==> src/rtl/fifo_pkg.sv <==
// fifo_pkg: definitions shared by the write-side and read-side FIFO controllers.
//   depth_of  : FIFO depth for a given address width (2**addr_size).
//   bin2gray  : binary to Gray conversion on a zero-extended pointer.
//   gray2bin  : Gray to binary conversion on a zero-extended pointer.
// The conversions work on a wide container type. Callers zero-extend their
// ADDR_SIZE+1 bit pointer into it and truncate the result back. Leading zeros
// map to leading zeros in both directions, so one function serves every
// pointer width up to PTR_MAX_W.
package fifo_pkg;

  localparam int PTR_MAX_W = 16;

  typedef logic [PTR_MAX_W-1:0] ptr_max_t;

  function automatic int unsigned depth_of(input int unsigned addr_size);
    return 32'd1 << addr_size;
  endfunction

  function automatic ptr_max_t bin2gray(input ptr_max_t bin);
    return bin ^ (bin >> 1);
  endfunction

  function automatic ptr_max_t gray2bin(input ptr_max_t gray);
    ptr_max_t bin;
    bin[PTR_MAX_W-1] = gray[PTR_MAX_W-1];
    for (int i = PTR_MAX_W - 2; i >= 0; i--) begin
      bin[i] = bin[i+1] ^ gray[i];
    end
    return bin;
  endfunction

endpackage

==> src/rtl/gray_sync.sv <==
// gray_sync: STAGES-deep flop chain that brings a Gray-coded pointer into the
// local clock domain. Only one bit of a Gray pointer changes per step, so
// sampling the bus as a whole yields either the old or the new value.
//   clock     in  local clock
//   reset_n   in  asynchronous active-low reset; clears every stage to 0
//   async_in  in  WIDTH-bit Gray pointer from the other domain
//   sync_out  out WIDTH-bit synchronised pointer (last stage)
module gray_sync #(
  parameter int WIDTH  = 4,
  parameter int STAGES = 2
) (
  input  logic             clock,
  input  logic             reset_n,
  input  logic [WIDTH-1:0] async_in,
  output logic [WIDTH-1:0] sync_out
);

  logic [WIDTH-1:0] chain [STAGES];

  always_ff @(posedge clock or negedge reset_n) begin
    if (!reset_n) begin
      for (int i = 0; i < STAGES; i++) begin
        chain[i] <= '0;
      end
    end else begin
      chain[0] <= async_in;
      for (int i = 1; i < STAGES; i++) begin
        chain[i] <= chain[i-1];
      end
    end
  end

  assign sync_out = chain[STAGES-1];

endmodule

==> src/rtl/fifo_write_ctrl.sv <==
// fifo_write_ctrl: write-domain controller of the asynchronous FIFO.
// Keeps the binary write pointer, exports its Gray form to the read side,
// synchronises the read pointer and derives a registered fill level,
// full and almost-full flags, and an optional sticky overflow flag.
// Optional feature macro: WRITE_OVERFLOW_EN (sticky overflow flag and its
// clear input; when undefined write_overflow_o is tied low).
//   write_clock_i          in  write-domain clock
//   write_reset_n_i        in  asynchronous active-low reset
//   write_inc_i            in  write request, accepted while not full
//   read_gray_ptr_i        in  Gray read pointer from the read domain
//   almost_full_level_i    in  almost-full threshold, 0 disables the flag
//   write_overflow_clear_i in  clears the sticky overflow flag
//   write_addr_o           out memory write address
//   write_pointer_o        out registered Gray write pointer
//   write_full_o           out FIFO full
//   write_almost_full_o    out level >= threshold
//   write_level_o          out fill level 0..DEPTH seen from the write side
//   write_overflow_o       out sticky: write attempted while full
module fifo_write_ctrl
  import fifo_pkg::*;
#(
  parameter int ADDR_SIZE   = 3,
  parameter int SYNC_STAGES = 2
) (
  input  logic                 write_clock_i,
  input  logic                 write_reset_n_i,
  input  logic                 write_inc_i,
  input  logic [ADDR_SIZE:0]   read_gray_ptr_i,
  input  logic [ADDR_SIZE:0]   almost_full_level_i,
  input  logic                 write_overflow_clear_i,
  output logic [ADDR_SIZE-1:0] write_addr_o,
  output logic [ADDR_SIZE:0]   write_pointer_o,
  output logic                 write_full_o,
  output logic                 write_almost_full_o,
  output logic [ADDR_SIZE:0]   write_level_o,
  output logic                 write_overflow_o
);

  localparam int PTR_W = ADDR_SIZE + 1;
  localparam int DEPTH = depth_of(ADDR_SIZE);
  localparam logic [PTR_W-1:0] DEPTH_PTR = PTR_W'(DEPTH);

  logic [PTR_W-1:0] wb;
  logic [PTR_W-1:0] wb_next;
  logic [PTR_W-1:0] read_gray_sync;
  logic [PTR_W-1:0] rb_sync;
  logic [PTR_W-1:0] level_next;
  logic             accept;

  gray_sync #(
    .WIDTH  (PTR_W),
    .STAGES (SYNC_STAGES)
  ) u_read_sync (
    .clock    (write_clock_i),
    .reset_n  (write_reset_n_i),
    .async_in (read_gray_ptr_i),
    .sync_out (read_gray_sync)
  );

  assign accept  = write_inc_i & ~write_full_o;
  assign wb_next = wb + PTR_W'(accept);
  assign rb_sync = PTR_W'(gray2bin(ptr_max_t'(read_gray_sync)));

  // Modulo subtraction against a read pointer that can only lag the real
  // one, so the level never understates occupancy.
  assign level_next = wb_next - rb_sync;

  assign write_addr_o = wb[ADDR_SIZE-1:0];

  always_ff @(posedge write_clock_i or negedge write_reset_n_i) begin
    if (!write_reset_n_i) begin
      wb                  <= '0;
      write_pointer_o     <= '0;
      write_level_o       <= '0;
      write_full_o        <= 1'b0;
      write_almost_full_o <= 1'b0;
    end else begin
      wb                  <= wb_next;
      write_pointer_o     <= PTR_W'(bin2gray(ptr_max_t'(wb_next)));
      write_level_o       <= level_next;
      write_full_o        <= (level_next == DEPTH_PTR);
      write_almost_full_o <= (almost_full_level_i != '0) &&
                             (level_next >= almost_full_level_i);
    end
  end

`ifdef WRITE_OVERFLOW_EN
  // Set has priority over clear so a rejected write is never lost.
  always_ff @(posedge write_clock_i or negedge write_reset_n_i) begin
    if (!write_reset_n_i) begin
      write_overflow_o <= 1'b0;
    end else if (write_inc_i && write_full_o) begin
      write_overflow_o <= 1'b1;
    end else if (write_overflow_clear_i) begin
      write_overflow_o <= 1'b0;
    end
  end
`else
  logic unused_overflow_clear;
  assign unused_overflow_clear = write_overflow_clear_i;
  assign write_overflow_o      = 1'b0;
`endif

endmodule

==> config.mk <==
export PLATFORM = sky130hd
export DESIGN_NAME = fifo_write_ctrl
export DESIGN_NICKNAME = d
export VERILOG_FILES = /design/src/rtl/fifo_pkg.sv /design/src/rtl/gray_sync.sv /design/src/rtl/fifo_write_ctrl.sv
export SDC_FILE = /design/constraint.sdc
export NUM_CORES = 1
export LEC_CHECK = 0
export CAP_MARGIN = 20
export CORE_ASPECT_RATIO = 1.1
export CORE_MARGIN = 10
export CORE_UTILIZATION = 49
export CTS_CLUSTER_DIAMETER = 200
export DETAILED_ROUTE_END_ITERATION = 12
export PLACE_DENSITY = 0.82
export SLEW_MARGIN = 20
export SYNTH_ARGS = -nofsm -noshare
export SYNTH_HDL_FRONTEND = slang
export SYNTH_SLANG_ARGS = --single-unit
==> constraint.sdc <==
create_clock -name write_clock_i -period 4.3 [get_ports write_clock_i]
set_input_delay 0.645 -clock write_clock_i [delete_from_list [all_inputs] [get_ports write_clock_i]]
set_output_delay 0.645 -clock write_clock_i [all_outputs]
set_load 0.02 [all_outputs]
Word level (Yosys, flattened, before mapping)
Index checks and enable logic that the tools add are counted.
- word-level logic and storage cells: 19
- input port bits: 12
- bits in registers: 22
- output and inout bits: 14
- $add $sub $neg: 2
- $lt $le $gt $ge: 1
- reduce and logical (&&, ||, !) cells: 2
- bitwise logic cells: 6
- equal/unequal tests: 1
- operators with widths (cell ; count):
    4-bit by 1-bit adder with 4-bit output ; 1
    4-bit equality test (second input constant) ; 1
    4-bit greater-or-equal comparator ; 1
    4-bit nonzero test ; 1
    4-bit subtractor ; 1
    4-bit by 3-bit bitwise XOR with 4-bit output ; 1
    1-bit bitwise XOR ; 3
    1-bit AND ; 1
    1-bit logical AND ; 1
    1-bit NOT ; 1

Logic depth before layout (Yosys ltp)
- word-level depth: 6
- depth in mapped cells: 11
- gate-level depth less buffers: 11

Cells and area by module
A second synthesis with hierarchy kept.
- cells, all modules: 67
- area, all modules: 940.9 µm²
- by module, submodules not included (module ; area an instance (µm²) ; sequential area each (µm²) ; times used ; cells an instance):
    fifo_write_ctrl ; 710.7 ; 325.3 ; 1 ; 55
    gray_sync ; 230.2 ; 200.2 ; 1 ; 12

Worst setup path before layout
No wires, ideal clock.
- path type: in2reg
- start: in write_inc_i
- end: reg write_almost_full_o
- path buffers: 0
- setup slack: 1.379 ns
- required time: 4.170 ns
- arrival: 2.791 ns
- setup time: 0.130 ns
- cell stages on the path: 11
- path through: nor2b_1 > ha_1 > ha_1 > xor2_1 > ha_1 > a21oi_1 > o21ai_2 > xnor3_2 > ha_1 > a211oi_1 > nor3_1
- word-level cells in the longest chain between the ends: 5
- ends and longest elaborated chain (what ; line ; RTL):
    start, declared ; fifo_write_ctrl.sv:27 ; input logic write_inc_i,
    1-bit AND ; fifo_write_ctrl.sv:60 ; assign accept = write_inc_i & ~write_full_o;
    4-bit by 1-bit adder with 4-bit output ; fifo_write_ctrl.sv:61 ; assign wb_next = wb + PTR_W'(accept);
    via wb_next[2] ; fifo_write_ctrl.sv:44 ; logic [PTR_W-1:0] wb_next;
    4-bit subtractor ; fifo_write_ctrl.sv:66 ; assign level_next = wb_next - rb_sync;
    via level_next[3] ; fifo_write_ctrl.sv:47 ; logic [PTR_W-1:0] level_next;
    4-bit greater-or-equal comparator ; fifo_write_ctrl.sv:83 ; (level_next >= almost_full_level_i);
    1-bit logical AND ; fifo_write_ctrl.sv:82 ; write_almost_full_o <= (almost_full_level_i != '0) &&
    end signal, assigned ; fifo_write_ctrl.sv:82 ;
    end, declared ; fifo_write_ctrl.sv:34 ; output logic write_almost_full_o,
The timed path passes the listed nets, and every way through them passes these cells.

Worst setup path after layout
Same ends and word-level chain as after synthesis.

==> out/results.tsv <==
metric	value	unit
WP buf/inv	1	
fin. max-slew vios	0	
Post-synth EDFFs	0	
CP startpoint kind	input port	
CTS resizes	0	
final setup fails	0	
most instantiated library cell after synthesis	dfrtp_1	
vias in the first global route	545	
GRT Total Usage	8.02	%
Clock Latency Late Sink	300	ps
area grow syn2layout	29.8	%
final setup TNS	0	ps
syn_nets	85	
Layout Nets	112	
post-layout min period	3280	ps
initial antenna violation count	0	
Async SR Flop Fraction	100	%
Initial Util	51.1	%
drt initial violations	7	
top post-synthesis cells by area	dfrtp_1, ha_1, xnor2_1	
TritonCTS clock tree	built	
ant diodes	0	
Tightest Pin Transition	879	ps
RSZ-0062 raised after global routing	no	
clock sink count	21	
clk slew on worst S/H paths	110	ps
cell count after synthesis	63	
critical path data required time	4480	ps
crit-path cells	clkdlybuf4s50_1 > nor2b_1 > ha_1 > ha_1 > xor2_1 > ha_1 > a21oi_1 > o21ai_2 > xnor3_2 > ha_1 > a211oi_1 > nor3_1	
Placed Area	1160	µm²
critical path data arrival time	3460	ps
Yosys Warn Count	0	
Worst Path Max Fanout	4	
relative slew slack	41.2	%
HPWL Detailed	1190	µm
PwrDens	844	nW/µm²
Post-CTS Setup Repair Bufs	0	
status	finished, final reports clean	
Root Buffer	clkbuf_4	
top-area cell type share of the netlist area	57.7	%
register bit total from synthesis	21	
maxcap violations	0	
DRC Markers	0	
Yosys cell types	23	
die height	65.2	µm
first-pass GRT wire length	2350	µm
Cell Area, Synth	911	µm²
Rows	16	
Core ar.	1780	µm²
flop-to-flop setup slack	1440	ps
final hold vios	0	
period utilisation layout	76.3	%
remaining global-route overflow	0	
synthesized area per cell	14.5	µm²
Critical Path Sink Type	flip-flop	
worst min-delay path class	reg2reg	
Clock Skew	4.60	ps
Synth area leader	dfrtp_1	
crit-path max cell delay	450	ps
Post-DRT Antenna Nets	0	
final instance area	1180	µm²
fmax	305	MHz
layout cells sized above 1	10.1	%
clk buf depth	2	
vias per cell	4.87	
Die X	61.1	µm
Final Routed Wirelength	1450	µm
most numerous cell on the critical path	ha_1	
Critical-path top delay cell	clkdlybuf4s50_1	
DR vias	521	
CTS Buf Count	3	
top_reg_cell synth	dfrtp_1	
Die Area	3990	µm²
critical setup path kind	in2reg	
First-pass DRT Iterations	3	
PortBufs	23	
synth cell count leaders	dfrtp_1, ha_1, inv_1	
Avg WL per Cell	13.5	µm
WHS	358	ps
Hold Buf Count CTS	0	
number of top-level pins	26	
sequential fraction of the synthesis area	57.7	%
H-tree depth	1	
Placer Congestion	0.690	
CP delay by family, top	adder cells	
Max IR drop VDD	0.461	mV
Lkg Pwr	0.560	nW
largest net degree at the start of global routing	22	
## cells by family after synthesis
logic type / count (synthesis) / share of synthesized area (%)
buf+inv: 9 / 4.12
simple gates: 8 / 7.14
fa+ha+maj: 10 / 14.6
compound gates: 4 / 3.16
other cells: 1 / 0.412
flops: 21 / 57.7
xor+xnor: 10 / 12.9
## per-layer routing
metal	vias up	GRT usage, %	wire, µm
li1	252	-	-
met1	244	7.93	550
met2	21	13.2	713
met3	4	2.88	138
met4	0	6.00	46
met5	-	0	0
## placed cells by master, fill, tap and decap left out, drive strengths merged
cell,n
xnor2,5
dfrtp,21
clkbuf,4
fa,1
nor2b,1
a21o,1
conb,1
inv,8
xnor3,1
xor2,4
nand2,1
nand2b,1
a211oi,1
nor4b,1
nor3,1
clkdlybuf4s50,23
nor4,1
nor2,1
o21ai,1
a21oi,1
nand3,1
ha,9
## through the flow
step	power (W)	cells	setup WS [ps]	utilization [%]
after floorplan	0.000716	63	1380	-
after global placement	0.000904	103	745	64.9
after detailed placement	0.000925	103	651	64.9
after CTS	0.00102	107	959	66.4
after global routing	0.00108	107	869	66.4
final	0.000998	107	1020	66.4
## flip-flops by register name, indices dropped and copies added, names as in the netlist
name,count
write_level_o,4
write_full_o,1
wb,4
u_read_sync.sync_out,4
write_almost_full_o,1
write_pointer_o,3
u_read_sync.chain,4
## final cells by class
cell class	instances	area (µm²)
fillers	141	599
flip-flops and latches	21	526
multi-input cells	33	348
repair buffers	23	230
inverters	8	30.0
clock buffers	4	26.3
well taps	18	22.5
## path summary, 6_finish.rpt
kind                                      endpoint                 start  depth (start not counted)
max                            write_almost_full_o           write_inc_i                         12
min                        u_read_sync.sync_out[1]  u_read_sync.chain[5]                          0
max reg2reg                    write_almost_full_o          write_full_o                         11
min reg2reg                u_read_sync.sync_out[1]  u_read_sync.chain[5]                          0
max in group asynchronous                    wb[0]       write_reset_n_i                          1
min in group asynchronous                    wb[1]       write_reset_n_i                          1
## power breakdown
part / leakage, nW / switching (W) / internal [W]
Clock: 0.0150 / 0.0000550 / 0.0000362
Combinational: 0.297 / 0.000316 / 0.000295
Sequential: 0.248 / 0.0000265 / 0.000269
Total: 0.560 / 0.000397 / 0.000601
Note: power is estimated with default switching activity, not from simulation.
